===== config.mk =====
export PLATFORM = sky130hd
export DESIGN_NAME = cdc_event_scheduler
export DESIGN_NICKNAME = d
export VERILOG_FILES = /design/src/rtl/cdc_event_scheduler_pkg.sv /design/src/rtl/cdc_event_scheduler_rr_pick.sv /design/src/rtl/cdc_event_scheduler.sv
export SDC_FILE = /design/constraint.sdc
export NUM_CORES = 1
export LEC_CHECK = 0
export ABC_CLOCK_PERIOD_IN_PS = 3500
export BUFFER_PORTS_ARGS = -buffer_cell sky130_fd_sc_hd__buf_2
export CORE_UTILIZATION = 55
export CTS_CLUSTER_DIAMETER = 40
export DETAILED_ROUTE_END_ITERATION = 8
export PLACE_DENSITY = 0.74
export SETUP_SLACK_MARGIN = 0.02
export SYNTH_ARGS = -nofsm -noshare
export SYNTH_HDL_FRONTEND = slang
export SYNTH_SLANG_ARGS = --single-unit
export TNS_END_PERCENT = 30

===== constraint.sdc =====
create_clock -name clkA -period 3.5 [get_ports clkA]
set_input_delay 0.175 -clock clkA [delete_from_list [all_inputs] [get_ports clkA]]
set_output_delay 0.175 -clock clkA [all_outputs]
set_load 0.005 [all_outputs]

===== src/rtl/cdc_event_scheduler_pkg.sv =====
// Shared definitions for the event scheduler: FSM state encoding and
// the width-derivation helper used to validate ID_W against N_REQ.
package cdc_event_scheduler_pkg;

    localparam logic [2:0] ST_IDLE  = 3'd0;
    localparam logic [2:0] ST_ISSUE = 3'd1;
    localparam logic [2:0] ST_ARM   = 3'd2;
    localparam logic [2:0] ST_WAIT  = 3'd3;
    localparam logic [2:0] ST_FAULT = 3'd4;

    typedef enum logic [2:0] {
        S_IDLE  = ST_IDLE,
        S_ISSUE = ST_ISSUE,
        S_ARM   = ST_ARM,
        S_WAIT  = ST_WAIT,
        S_FAULT = ST_FAULT
    } state_e;

    function automatic int clog2(input int n);
        int r;
        r = 0;
        while ((1 << r) < n) r++;
        return r;
    endfunction

endpackage


===== src/rtl/cdc_event_scheduler_rr_pick.sv =====
// Combinational round-robin selector: first pending source at or after
// i_ptr, wrapping modulo N_REQ.
module cdc_event_scheduler_rr_pick #(
    parameter int N_REQ = 4,
    parameter int ID_W  = 2
) (
    input  logic [N_REQ-1:0] i_pending,
    input  logic [ID_W-1:0]  i_ptr,
    output logic             o_valid,
    output logic [ID_W-1:0]  o_id
);

    always_comb begin : p_pick
        int idx;
        idx     = 0;
        o_valid = 1'b0;
        o_id    = '0;
        // Scan from the farthest offset down so the nearest match wins.
        for (int k = N_REQ - 1; k >= 0; k--) begin
            idx = int'(i_ptr) + k;
            if (idx >= N_REQ) idx = idx - N_REQ;
            if (i_pending[idx]) begin
                o_valid = 1'b1;
                o_id    = ID_W'(idx);
            end
        end
    end

endmodule


===== src/rtl/cdc_event_scheduler.sv =====
// Shares one flag crossing between N_REQ event sources: per-source event
// counters, round-robin grant, one flag pulse per grant, busy timeout.
module cdc_event_scheduler
    import cdc_event_scheduler_pkg::*;
#(
    parameter int N_REQ   = 4,
    parameter int ID_W    = 2,
    parameter int CNT_W   = 4,
    parameter int TIMEOUT = 1024,
    parameter int TO_W    = 11
) (
    input  logic             clkA,
    input  logic             rstA_n,
    input  logic             en,
    input  logic [N_REQ-1:0] req_pulse,
    input  logic             cdc_busy,
    input  logic             clr_err,
    output logic             cdc_flag,
    output logic [ID_W-1:0]  cdc_id,
    output logic [N_REQ-1:0] pending,
    output logic [N_REQ-1:0] overflow,
    output logic             timeout_err
);

    localparam int ID_MIN = clog2(N_REQ);

    generate
        if (ID_W < ID_MIN) begin : g_bad_id_w
            $error("ID_W too narrow for N_REQ");
        end
    endgenerate

    state_e                r_state;
    state_e                w_state_next;
    logic [CNT_W-1:0]      r_cnt [N_REQ];
    logic [N_REQ-1:0]      r_ovf;
    logic [ID_W-1:0]       r_ptr;
    logic [ID_W-1:0]       r_id;
    logic                  r_flag;
    logic                  r_to_err;
    logic [TO_W-1:0]       r_to_cnt;
    logic [N_REQ-1:0]      w_pending;
    logic [N_REQ-1:0]      w_dec;
    logic [N_REQ-1:0]      w_full;
    logic                  w_pick_valid;
    logic [ID_W-1:0]       w_pick_id;
    logic                  w_issue_go;
    logic                  w_to_hit;

    cdc_event_scheduler_rr_pick #(
        .N_REQ (N_REQ),
        .ID_W  (ID_W)
    ) u_rr_pick (
        .i_pending (w_pending),
        .i_ptr     (r_ptr),
        .o_valid   (w_pick_valid),
        .o_id      (w_pick_id)
    );

    genvar gi;
    generate
        for (gi = 0; gi < N_REQ; gi++) begin : g_src
            // The granted source is debited on the edge that ends ISSUE.
            assign w_dec[gi]     = (r_state == S_ISSUE) && (r_id == ID_W'(gi));
            assign w_full[gi]    = (r_cnt[gi] == {CNT_W{1'b1}});
            assign w_pending[gi] = |r_cnt[gi];

            always_ff @(posedge clkA or negedge rstA_n) begin
                if (!rstA_n) begin
                    r_cnt[gi] <= '0;
                end else if (req_pulse[gi] && !w_dec[gi]) begin
                    if (!w_full[gi]) r_cnt[gi] <= r_cnt[gi] + 1'b1;
                end else if (!req_pulse[gi] && w_dec[gi]) begin
                    r_cnt[gi] <= r_cnt[gi] - 1'b1;
                end
            end

            always_ff @(posedge clkA or negedge rstA_n) begin
                if (!rstA_n) begin
                    r_ovf[gi] <= 1'b0;
                end else if (req_pulse[gi] && !w_dec[gi] && w_full[gi]) begin
                    r_ovf[gi] <= 1'b1;
                end else if (clr_err) begin
                    r_ovf[gi] <= 1'b0;
                end
            end
        end
    endgenerate

    always_comb begin
        w_state_next = r_state;
        w_issue_go   = 1'b0;
        w_to_hit     = 1'b0;
        case (r_state)
            S_IDLE: begin
                if (en && w_pick_valid && !cdc_busy) begin
                    w_state_next = S_ISSUE;
                    w_issue_go   = 1'b1;
                end
            end
            S_ISSUE: w_state_next = S_ARM;
            // Busy may still show the previous round-trip here; ignore it.
            S_ARM:   w_state_next = S_WAIT;
            S_WAIT: begin
                if (!cdc_busy) begin
                    w_state_next = S_IDLE;
                end else if ((TIMEOUT != 0) && (r_to_cnt == TO_W'(TIMEOUT - 1))) begin
                    w_state_next = S_FAULT;
                    w_to_hit     = 1'b1;
                end
            end
            S_FAULT: begin
                if (clr_err) w_state_next = S_IDLE;
            end
            default: w_state_next = S_IDLE;
        endcase
    end

    always_ff @(posedge clkA or negedge rstA_n) begin
        if (!rstA_n) begin
            r_state  <= S_IDLE;
            r_id     <= '0;
            r_ptr    <= '0;
            r_flag   <= 1'b0;
            r_to_cnt <= '0;
            r_to_err <= 1'b0;
        end else begin
            r_state <= w_state_next;
            r_flag  <= w_issue_go;
            if (w_issue_go) begin
                r_id  <= w_pick_id;
                r_ptr <= (w_pick_id == ID_W'(N_REQ - 1)) ? '0 : w_pick_id + 1'b1;
            end
            if (r_state == S_ARM) begin
                r_to_cnt <= '0;
            end else if ((r_state == S_WAIT) && cdc_busy) begin
                r_to_cnt <= r_to_cnt + 1'b1;
            end
            if (w_to_hit) begin
                r_to_err <= 1'b1;
            end else if (clr_err) begin
                r_to_err <= 1'b0;
            end
        end
    end

    assign cdc_flag    = r_flag;
    assign cdc_id      = r_id;
    assign pending     = w_pending;
    assign overflow    = r_ovf;
    assign timeout_err = r_to_err;

endmodule


# Word level (Yosys, flattened, before mapping)
# Cells that the tools add are included.
[op_classes]
n_mux = 55
order_cmp = 8
n_addsub = 17
eq_ne = 20
reduce_logical = 49
[op_table]
columns = ["operator", "count"]
rows = [
  ["$lt 32x4->1 const B", 4],
  ["$mux 32", 4],
  ["$ge 32x4->1 const B", 3],
  ["$sub 32x4->32 const B", 3],
  ["$mux 4", 12],
  ["$mux 1", 23],
  ["$mux 11", 2],
  ["$reduce_bool 2->1", 10],
  ["$logic_and 1x1->1", 19],
  ["$add 4x1->4 const B", 4],
  ["$eq 4x4->1 const B", 4],
  ["$reduce_or 4->1", 4],
  ["$sub 4x1->4 const B", 4],
  ["$pmux 3 s5", 1],
  ["$mux 3", 4],
  ["$ne 2x2->1 const B", 6],
  ["$add 11x1->11 const B", 1],
  ["$eq 11x10->1 const B", 1],
  ["$mux 2", 5],
  ["$logic_not 1->1", 9],
  ["$bmux 1 s2", 4],
  ["$reduce_and 2->1", 4],
  ["$add 2x2->3 const B", 2],
  ["$eq 2x2->1 const B", 3],
  ["other kinds (12)", 13],
]
[totals]
output_inout_bits = 12
in_bits = 9
word_cells = 163
regBits = 40

# Depth between registers and ports, before layout
# Gate-level depths: netlist (run 1).
[logic_depth]
depth_word = 14
ltp_mapped = 10
depth_no_buf = 8

# By module
# A second synthesis (run 1) with hierarchy kept.
[hier_totals]
hier_cells = 227
area_unflattened_um2 = 2367.3
[by_module_without_submodules]
columns = ["mod", "cells_each", "area_each_um2", "seq_area_each_um2", "n_inst"]
rows = [
  ["cdc_event_scheduler", 214, 2289.7, 1001.0, 1],
  ["cdc_event_scheduler_rr_pick", 13, 77.6, 0.0, 1],
]

# Least setup slack after synthesis (run 1)
# Ideal clock, no wire load.
[synth_timing]
path_kind = "register to register"
from = "register r_state[2]"
to = "register r_cnt[15] (netlist name)"
path_slack_ns = 1.029
setup_ns = 0.123
required_ns = 3.377
period_less_slack_ns = 2.471
path_buffers = 2
arrival_time_ns = 2.348
stages_incl_launch_ff = 11
cell_sequence = "dfrtp_1 > clkbuf_8 > or4b_1 > buf_4 > o21ai_2 > ha_1 > a21o_2 > a21oi_1 > xnor2_1 > nand2_1 > xnor2_1"
[synth_via]
elab_chain_cells = 6
[synth_lines]
columns = ["element", "line_no", "text"]
rows = [
  ["from (decl)", "cdc_event_scheduler.sv:33", "state_e r_state;"],
  ["from (signal assigned)", "cdc_event_scheduler.sv:128", "r_state <= w_state_next;"],
  ["$eq 3x1->1 (*)", "cdc_event_scheduler.sv:64", "assign w_dec[gi] = (r_state == S_ISSUE) && (r_id == ID_W'(gi));"],
  ["$logic_and 1x1->1 (*)", "cdc_event_scheduler.sv:64", ""],
  ["$logic_not 1->1", "cdc_event_scheduler.sv:71", "end else if (req_pulse[gi] && !w_dec[gi]) begin"],
  ["$logic_and 1x1->1", "cdc_event_scheduler.sv:71", ""],
  ["$ne 2x2->1 (no source line) or $reduce_bool 2->1 (tied branches)", "n/a", ""],
  ["$reduce_and 2->1 (no source line)", "n/a", ""],
  ["to (signal, indexed assignment)", "cdc_event_scheduler.sv:72", "if (!w_full[gi]) r_cnt[gi] <= r_cnt[gi] + 1'b1;"],
  ["to (signal, indexed assignment)", "cdc_event_scheduler.sv:74", "r_cnt[gi] <= r_cnt[gi] - 1'b1;"],
  ["to (decl)", "cdc_event_scheduler.sv:35", "logic [CNT_W-1:0] r_cnt [N_REQ];"],
]
# Every way passes the cells marked *; elsewhere a longest branch is shown, timed or not.
# A chain may end at the register's enable or synchronous reset.

# Worst setup path after layout (run 1)
# Ends and elaborated chain as after synthesis.

==> flow_summary.yaml, run 1 <==
setup_path:
  critPathSlowestCell: "or4b_1"
  ff2ff_path_depth: 8
  crit_top_cell: "xnor2_1"
  crit_chain: "or4b_1 -> o21ai_2 -> ha_1 -> a21o_2 -> a21oi_1 -> xnor2_1 -> nand2_1 -> xnor2_1"
  crit_arrival_ns: 2.84
  critPathLaunchType: "register"
  crit_type: "reg -> reg"
  critical-path-max-stage-delay_ns: 0.75
  required_ns: 3.69
  endpoint_kind: "register"
  crit_fanout: 9
clocking:
  cts_resized: 0
  clock_path_buffers: 2
  h-tree-depth: 2
  root_buffer: "clkbuf_8"
  clkTransAtPathRegs_ns: 0.08
  clock_sinks: 40
  cts_tree: "built"
  hold_buffers: 0
  cts_buffers: 5
  clk_latency_ns: 0.29
  cts_setup_buffers: 0
run:
  maxCapViolCount: 0
die:
  std_cell_rows: 23
  chipHeight_um: 66.4
  ioPinCount: 21
  start_util_pct: 57.0
  die_area_um2: 4410
  core_area_um2: 4000
  die_w_um: 66.4
synth:
  netlist.area_leader.share_pct: 43.9
  synthFlopType: "dfrtp_1"
  synthArstFlopShare_pct: 100
  syn_nets: 225
  synth_commonest_cells: "dfrtp_1, nor2_1, xnor2_1, a21oi_1"
  ys_warn_count: 0
  synth_seq_cells: 40
  synth_area_um2: 2280
  syn_area_per_cell_um2: 11.2
  synth.area.top_cells: "dfrtp_1, xnor2_1, ha_1, xor2_1, fa_1"
  synth-seq-area-share_pct: 43.9
  yosys.area.top_type: "dfrtp_1"
  syn_inst: 203
  synth_edf_count: 0
  yosysMostFrequentCell: "dfrtp_1"
  synth.distinct_cells: 49
grt:
  grt_pass1_vias: 1420
  grt_start_max_net_pins: 41
  antenna_found_initial: 0
  grt_overflow: 0
  grt_pass1_wl_mm: 6.58
  grt_use_total_pct: 20.7
timing:
  hold_viol: 8
  skew_ns: 0.00410
  rsz0062_at_grt: "no"
  max_freq_mhz: 377
  slew_headroom_pct: 41.0
  slew_viol_final: 0
  worst_pin_slew_ns: 0.886
  min_period_ns: 2.65
  tns_ns: 0
  finalCritPeriodShare_pct: 75.8
  finalSetupViolations: 0
  whs_ns: -0.0108
route:
  vias: 1582
  drt_iter0_drc: 28
  dr.pass1.iters: 4
  ant_nets: 0
  vias_per_cell: 5.71
  route.detailed.drc: 0
  wl_mm: 3.93
  wl_per_cell_um: 14.2
cells_and_area:
  insertedDiodeCount: 0
  layoutNonFillerInstCount: 277
  syn2layout_area_growth_pct: 10.3
  num-fill-cells: 357
  final_nets: 248
  utilization_pct: 62.8
  drive_gt1_share_pct: 21.1
placed_design:
  hpwlAfterDp_mm: 2.88
  dpl.cell_count: 269
  io_buffer_count: 20
  gp_congestion: 0.813
hold_path:
  min_path_type: "in -> async"
power_and_ir_drop:
  peakVddDrop_uv: 452
  cellPowerDensity_nw_per_um2: 825
  leakage_uw: 0.00108
run_status:
  violations: "hold timing"
  run_status: "finished, violations left"
state kept, by name, indices dropped and copies added (netlist names):
register,count
cdc_flag,1
cdc_id,2
overflow,4
r_cnt,16
r_ptr,2
r_state,3
r_to_cnt,11
timeout_err,1
layer usage:
metal	wire [um]	track usage (%)	share of wire, %	vias up
met5	0	0	0	-
met4	60	7.98	1.5	0
met3	134	5.86	3.4	5
met2	1860	30.9	47	17
met1	1870	28.5	48	782
li1	-	-	-	778
cells in the final DEF (no fill, tap or decap), types with 3 or more instances in the layout:
| cell | n |
|---|---|
| dfrtp_1 | 40 |
| buf_2 | 20 |
| ha_1 | 9 |
| nand4_1 | 9 |
| xor2_1 | 11 |
| fa_1 | 4 |
| clkbuf_8 | 5 |
| o31ai_1 | 5 |
| inv_1 | 9 |
| o21ai_0 | 6 |
| nand2_1 | 11 |
| xnor2_1 | 14 |
| o22ai_1 | 4 |
| mux2_2 | 3 |
| a21oi_1 | 13 |
| nor2_1 | 16 |
| a21o_1 | 3 |
through the flow:
stage | power, uW | instance area, um^2 | setup slack [ns]
floorplan | 1540 | 2280 | 1.03
global placement | 1680 | 2400 | 0.896
detailed placement | 1700 | 2400 | 0.845
CTS | 2100 | 2510 | 0.831
global route | 2250 | 2510 | 0.687
finish | 2070 | 2510 | 0.848
worst max-delay path, delay by kind of cell, from the launching register on:
family,cells,cell delay [ns]
adders and majority gates,1,0.29
xor gates and xnor gates,2,0.27
DFF,1,0.47
and+or+nand+nor,2,0.83
AOI/OAI and AO/OA,3,0.69
path summary, 6_finish.rpt:
kind                       startpoint     endpoint  slack, ns
max in group asynchronous      rstA_n    r_cnt[11]       2.95
min reg2reg                 r_cnt[11]    r_cnt[11]       0.50
max                        r_state[2]    r_cnt[15]       0.85
min in group clkA             clr_err  overflow[1]       0.19
max reg2reg                r_state[2]    r_cnt[15]       0.85
min                            rstA_n     r_cnt[9]      -0.01
area by class of cell:
| type | count | area (um^2) | share of cell area, % |
|---|---|---|---|
| clock buffer | 5 | 68.8 | 2.74 |
| multi-input combinational | 148 | 1180 | 47.1 |
| sequential | 40 | 1000 | 39.8 |
| timing repair buffer | 22 | 115 | 4.58 |
| tap | 50 | 62.6 | 2.49 |
| inverter | 9 | 33.8 | 1.34 |
| clock inverter | 3 | 47.5 | 1.89 |
power breakdown:
part	internal (uW)	switching (uW)	leakage [uW]	total, uW
registers	628	227	0.000502	856
clock network	215	168	0.0000583	383
logic	432	404	0.000520	836
kinds of logic after synthesis:
group                      after synthesis  share of synthesized area (%)
AOI/OAI and AO/OA                       48                           16.5
xor gates and xnor gates                25                           9.60
muxes                                    6                           3.24
adders and majority gates               13                           8.45
and+or+nand+nor                         56                           14.2
DFF                                     40                           43.9
buffers and inverters                   15                           4.12
Power figures use the tool's default switching activity.
==> run 2, diff against run 1 <==
--- a/config.mk
+++ b/config.mk
@@ -5,9 +5,9 @@
 export SDC_FILE = /design/constraint.sdc
 export NUM_CORES = 1
 export LEC_CHECK = 0
-export ABC_CLOCK_PERIOD_IN_PS = 3500
+export ABC_CLOCK_PERIOD_IN_PS = 2300
 export BUFFER_PORTS_ARGS = -buffer_cell sky130_fd_sc_hd__buf_2
-export CORE_UTILIZATION = 55
+export CORE_UTILIZATION = 53
 export CTS_CLUSTER_DIAMETER = 40
 export DETAILED_ROUTE_END_ITERATION = 8
 export PLACE_DENSITY = 0.74
==> constraint.sdc (replaced) <==
create_clock -name clkA -period 2.3 [get_ports clkA]
set_input_delay 0.115 -clock clkA [delete_from_list [all_inputs] [get_ports clkA]]
set_output_delay 0.115 -clock clkA [all_outputs]
set_load 0.005 [all_outputs]
==> flow_summary.yaml, run 2 (synthesis results as in run 1) <==
clocking:
  root_buffer: "clkbuf_8"
  cts_buffers: 5
  h-tree-depth: 2
  cts_setup_buffers: 0
  clock_path_buffers: 2
  clock_sinks: 40
  clk_latency_ns: 0.29
  cts_tree: "built"
  clkTransAtPathRegs_ns: 0.08
timing:
  skew_ns: 0.00490
  rsz0062_at_grt: "yes"
  max_freq_mhz: 458
  fin_ws_ns: 0.118
  min_period_ns: 2.18
  worst_pin_slew_ns: 0.865
  hold_viol: 0
  slew_viol_final: 0
  finalCritPeriodShare_pct: 94.9
  finalSetupViolations: 0
  whs_ns: 0.150
  slew_headroom_pct: 42.3
die:
  std_cell_rows: 23
  die_w_um: 67.6
  start_util_pct: 56.2
  core_area_um2: 4060
  die_area_um2: 4570
  ioPinCount: 21
  chipHeight_um: 67.6
grt:
  grt_start_max_net_pins: 41
  grt_pass1_vias: 1590
  antenna_found_initial: 0
  grt_overflow: 0
  grt_pass1_wl_mm: 7.16
  grt_use_total_pct: 21.5
setup_path:
  ff2ff_path_depth: 8
  crit_type: "reg -> reg"
  critPathLaunchType: "register"
  reg2reg_to: "r_cnt[15]"
  required_ns: 2.48
  crit_fanout: 4
  crit_arrival_ns: 2.37
  ff2ff_setup_slack_ns: 0.12
  r2r_start: "r_state[1]"
  endpoint_kind: "register"
placed_design:
  hpwlAfterDp_mm: 3.13
  dpl.cell_count: 285
  gp_congestion: 0.786
  placed_area_um2: 2540
  place_ws_ns: 0.0149
  io_buffer_count: 20
power_and_ir_drop:
  leakage_uw: 0.00119
  peakVddDrop_uv: 780
  cellPowerDensity_nw_per_um2: 1320
cells_and_area:
  top_register: "r_cnt"
  utilization_pct: 67.0
  syn2layout_area_growth_pct: 19.2
  drive_gt1_share_pct: 27.9
  largest_reg_flops: 16
  final_nets: 265
  mostFrequentLayoutCells: "dfrtp_1, buf_2, buf_4"
  insertedDiodeCount: 0
  layoutNonFillerInstCount: 294
  final_common_cell: "dfrtp_1"
  final_area_um2: 2720
hold_path:
  holdCritStartpoint: "clr_err"
  min_path_type: "in -> reg"
  hold_depth: 2
  worstHoldEndpoint: "overflow[1]"
route:
  route.detailed.drc: 0
  wl_mm: 4.26
  wl_per_cell_um: 14.5
  dr.pass1.iters: 6
  ant_nets: 0
  vias_per_cell: 5.56
  vias: 1636
  drt_iter0_drc: 95
run:
  maxCapViolCount: 0
run_status:
  run_status: "complete, no violations"
==> run 2: cell count changes in the layout (fill, tap and decap cells not counted), moves of 2 or more <==
cell / previous run / this run
clkinv_4: 2 / 0
a21oi_1: 13 / 11
o21ai_2: 2 / 0
bufinv_16: 1 / 3
buf_4: 2 / 18
a21oi_2: 0 / 2
o21ai_1: 1 / 3
o21ai_0: 6 / 4
o21ai_4: 0 / 2
==> run 2: how the worst max path moves through the flow <==
stage / startpoint / cells past startpoint / endpoint
after global routing: r_state[1] / 9 / r_cnt[11]
after detailed placement: r_state[1] / 8 / r_cnt[7]
final: r_state[1] / 8 / r_cnt[15]
after CTS: r_state[1] / 9 / r_cnt[11]
after floorplan: r_state[1] / 10 / r_cnt[15]
after global placement: r_state[1] / 8 / r_cnt[7]
==> run 2: metrics by stage <==
step / TNS (ns) / power, uW
global placement: 0 / 2750
CTS: 0 / 3620
detailed placement: 0 / 2800
global route: -0.00635 / 3870
finish: 0 / 3600
floorplan: -0.307 / 2380
==> run 2: layout make-up <==
type,instances,area [um^2]
Sequential cell,40,1000
Clock buffer,5,68.8
Timing Repair Buffer,39,245
Tap cell,50,62.6
Inverter,9,33.8
Clock inverter,3,90.1
Multi-Input combinational cell,148,1220
Fill cell,319,1340
==> run 2: power by group <==
group / switching, uW / internal, uW
clock: 257 / 543
sequential: 272 / 957
combinational: 758 / 811
==> run 2: timing repair <==
item / 4_1_cts / 5_1_grt
endpoints found under the setup margin: 2 / 6
hold buffers: 1 / 0
endpoints found under the hold margin: 40 / 0
resized for setup: 1 / 3
cloned: 0 / 0
pin swaps: 0 / 0
==> run 2: per-layer routing <==
layer	track usage, %	part of all wire, %	up-vias
met4	7.98	1.2	0
li1	-	-	811
met2	34.5	46	29
met1	27.6	49	791
met5	0	0	-
met3	5.41	4.1	5
==> run 2: worst max-delay path: stages (launching register included) <==
cell	delay (ns)
dfrtp_1	0.38
or4b_4	0.60
o21ai_4	0.18
buf_4	0.15
ha_1	0.26
a21oi_2	0.16
xnor2_1	0.12
nand2_1	0.09
xnor2_1	0.14
==> run 3, diff against run 2 <==
--- a/config.mk
+++ b/config.mk
@@ -7,10 +7,12 @@
 export LEC_CHECK = 0
 export ABC_CLOCK_PERIOD_IN_PS = 2300
 export BUFFER_PORTS_ARGS = -buffer_cell sky130_fd_sc_hd__buf_2
-export CORE_UTILIZATION = 53
+export CELL_PAD_IN_SITES_DETAIL_PLACEMENT = 1
+export CELL_PAD_IN_SITES_GLOBAL_PLACEMENT = 1
+export CORE_UTILIZATION = 43
 export CTS_CLUSTER_DIAMETER = 40
 export DETAILED_ROUTE_END_ITERATION = 8
-export PLACE_DENSITY = 0.74
+export PLACE_DENSITY = 0.75
 export SETUP_SLACK_MARGIN = 0.02
 export SYNTH_ARGS = -nofsm -noshare
 export SYNTH_HDL_FRONTEND = slang
==> flow_summary.yaml, run 3 (synthesis results as in run 1) <==
cells_and_area:
  utilization_pct: 52.6
  final_common_cell: "dfrtp_1"
  top_register: "r_cnt"
  syn2layout_area_growth_pct: 17.8
  drive_gt1_share_pct: 27.6
  mostFrequentLayoutCells: "dfrtp_1, buf_2, buf_4"
  largest_reg_flops: 16
  insertedDiodeCount: 0
  final_nets: 264
timing:
  finalSetupViolations: 0
  rsz0062_at_grt: "yes"
  finalCritPeriodShare_pct: 94.9
  skew_ns: 0.00834
  hold_viol: 0
  worst_pin_slew_ns: 0.925
  slew_headroom_pct: 38.3
  tns_ns: 0
  min_period_ns: 2.18
  max_freq_mhz: 458
  slew_viol_final: 0
grt:
  met1_usage_pct: 27.6
  antenna_found_initial: 0
  grt-busiest-layer: "met2"
  use_met2_pct: 33.2
  grt_overflow: 0
  grt_pass1_vias: 1734
  grt_use_met3_pct: 3.88
  grt_start_max_net_pins: 41
  grt_use_total_pct: 20.4
  grt_pass1_wl_mm: 8.52
run_status:
  run_status: "complete, no violations"
clocking:
  h-tree-depth: 2
  cts_setup_buffers: 0
  clock_sinks: 40
  cts_buffers: 5
  root_buffer: "clkbuf_8"
  clk_latency_ns: 0.30
  clkTransAtPathRegs_ns: 0.08
  clock_path_buffers: 2
  cts_tree: "built"
setup_path:
  required_ns: 2.48
  critPathLaunchType: "register"
  endpoint_kind: "register"
  ff2ff_setup_slack_ns: 0.12
  crit_fanout: 4
  crit_type: "reg -> reg"
  ff2ff_path_depth: 8
  crit_arrival_ns: 2.37
hold_path:
  hold_depth: 2
  min_path_type: "in -> reg"
route:
  dr.pass1.iters: 4
  route.detailed.drc: 0
  ant_nets: 0
  drt_iter0_drc: 89
  wl_mm: 5.03
  vias: 1712
  wl_per_cell_um: 16.1
  vias_per_cell: 5.47
die:
  std_cell_rows: 26
  die_area_um2: 5600
  chipHeight_um: 74.8
  ioPinCount: 21
  die_w_um: 74.8
  start_util_pct: 44.6
  core_area_um2: 5110
placed_design:
  io_buffer_count: 20
  hpwlAfterDp_mm: 3.61
  gp_congestion: 0.753
run:
  maxCapViolCount: 0
power_and_ir_drop:
  leakage_uw: 0.00115
  peakVddDrop_uv: 611
  cellPowerDensity_nw_per_um2: 1260
run 3: what timing repair did:
item                                   CTS  global route
gates resized for setup                  1             6
hold buffers                             1             0
endpoints found under the hold margin   40             0
setup endpoints to repair                4             6
pin swaps                                0             2
run 3: layer usage:
metal  vias to the layer above  wire (um)
li1                        819          -
met1                       869       2380
met2                        19       2460
met3                         5        130
met4                         0         59
met5                         -          0
run 3: final cells by class:
cell class                      count  area, um^2
Tap cell                           70        87.6
Sequential cell                    40        1000
Clock buffer                        8        90.1
Fill cell                         578        2420
Timing Repair Buffer               38         238
Inverter                            9        33.8
Multi-Input combinational cell    148        1230
run 3: per-stage QoR:
step	cell area, um^2	hold WS [ns]	instances	setup slack (ns)	total power [uW]
after floorplan	2310	-0.181	203	-0.0859	2380
after global placement	2560	0.293	304	0.0544	2770
after detailed placement	2560	0.303	304	-0.0172	2840
after CTS	2660	0.120	313	-0.0369	3370
after global routing	2690	0.126	313	0.0174	3660
final	2690	0.129	313	0.117	3370
run 3: path summary, 6_finish.rpt:
| path | startpoint | to |
|---|---|---|
| max in group asynchronous | rstA_n | r_cnt[7] |
| min | clr_err | overflow[3] |
| min in group asynchronous | rstA_n | r_state[0] |
| max reg2reg | cdc_id[0] | r_cnt[15] |
| min reg2reg | r_cnt[11] | r_cnt[11] |
| max | cdc_id[0] | r_cnt[15] |
run 3: worst max-delay path, stage by stage (launching register included):
cell	delay [ns]
dfrtp_1	0.39
or4b_4	0.60
o21ai_4	0.17
buf_4	0.15
ha_1	0.26
a21oi_2	0.16
xnor2_1	0.12
nand2_1	0.08
xnor2_1	0.14
run 3: report_power, final:
| group | leakage, uW | internal, uW | total [uW] | switching, uW |
|---|---|---|---|---|
| Combinational | 0.000604 | 814 | 1620 | 809 |
| Clock | 0.0000455 | 245 | 499 | 254 |
| Sequential | 0.000502 | 957 | 1250 | 294 |
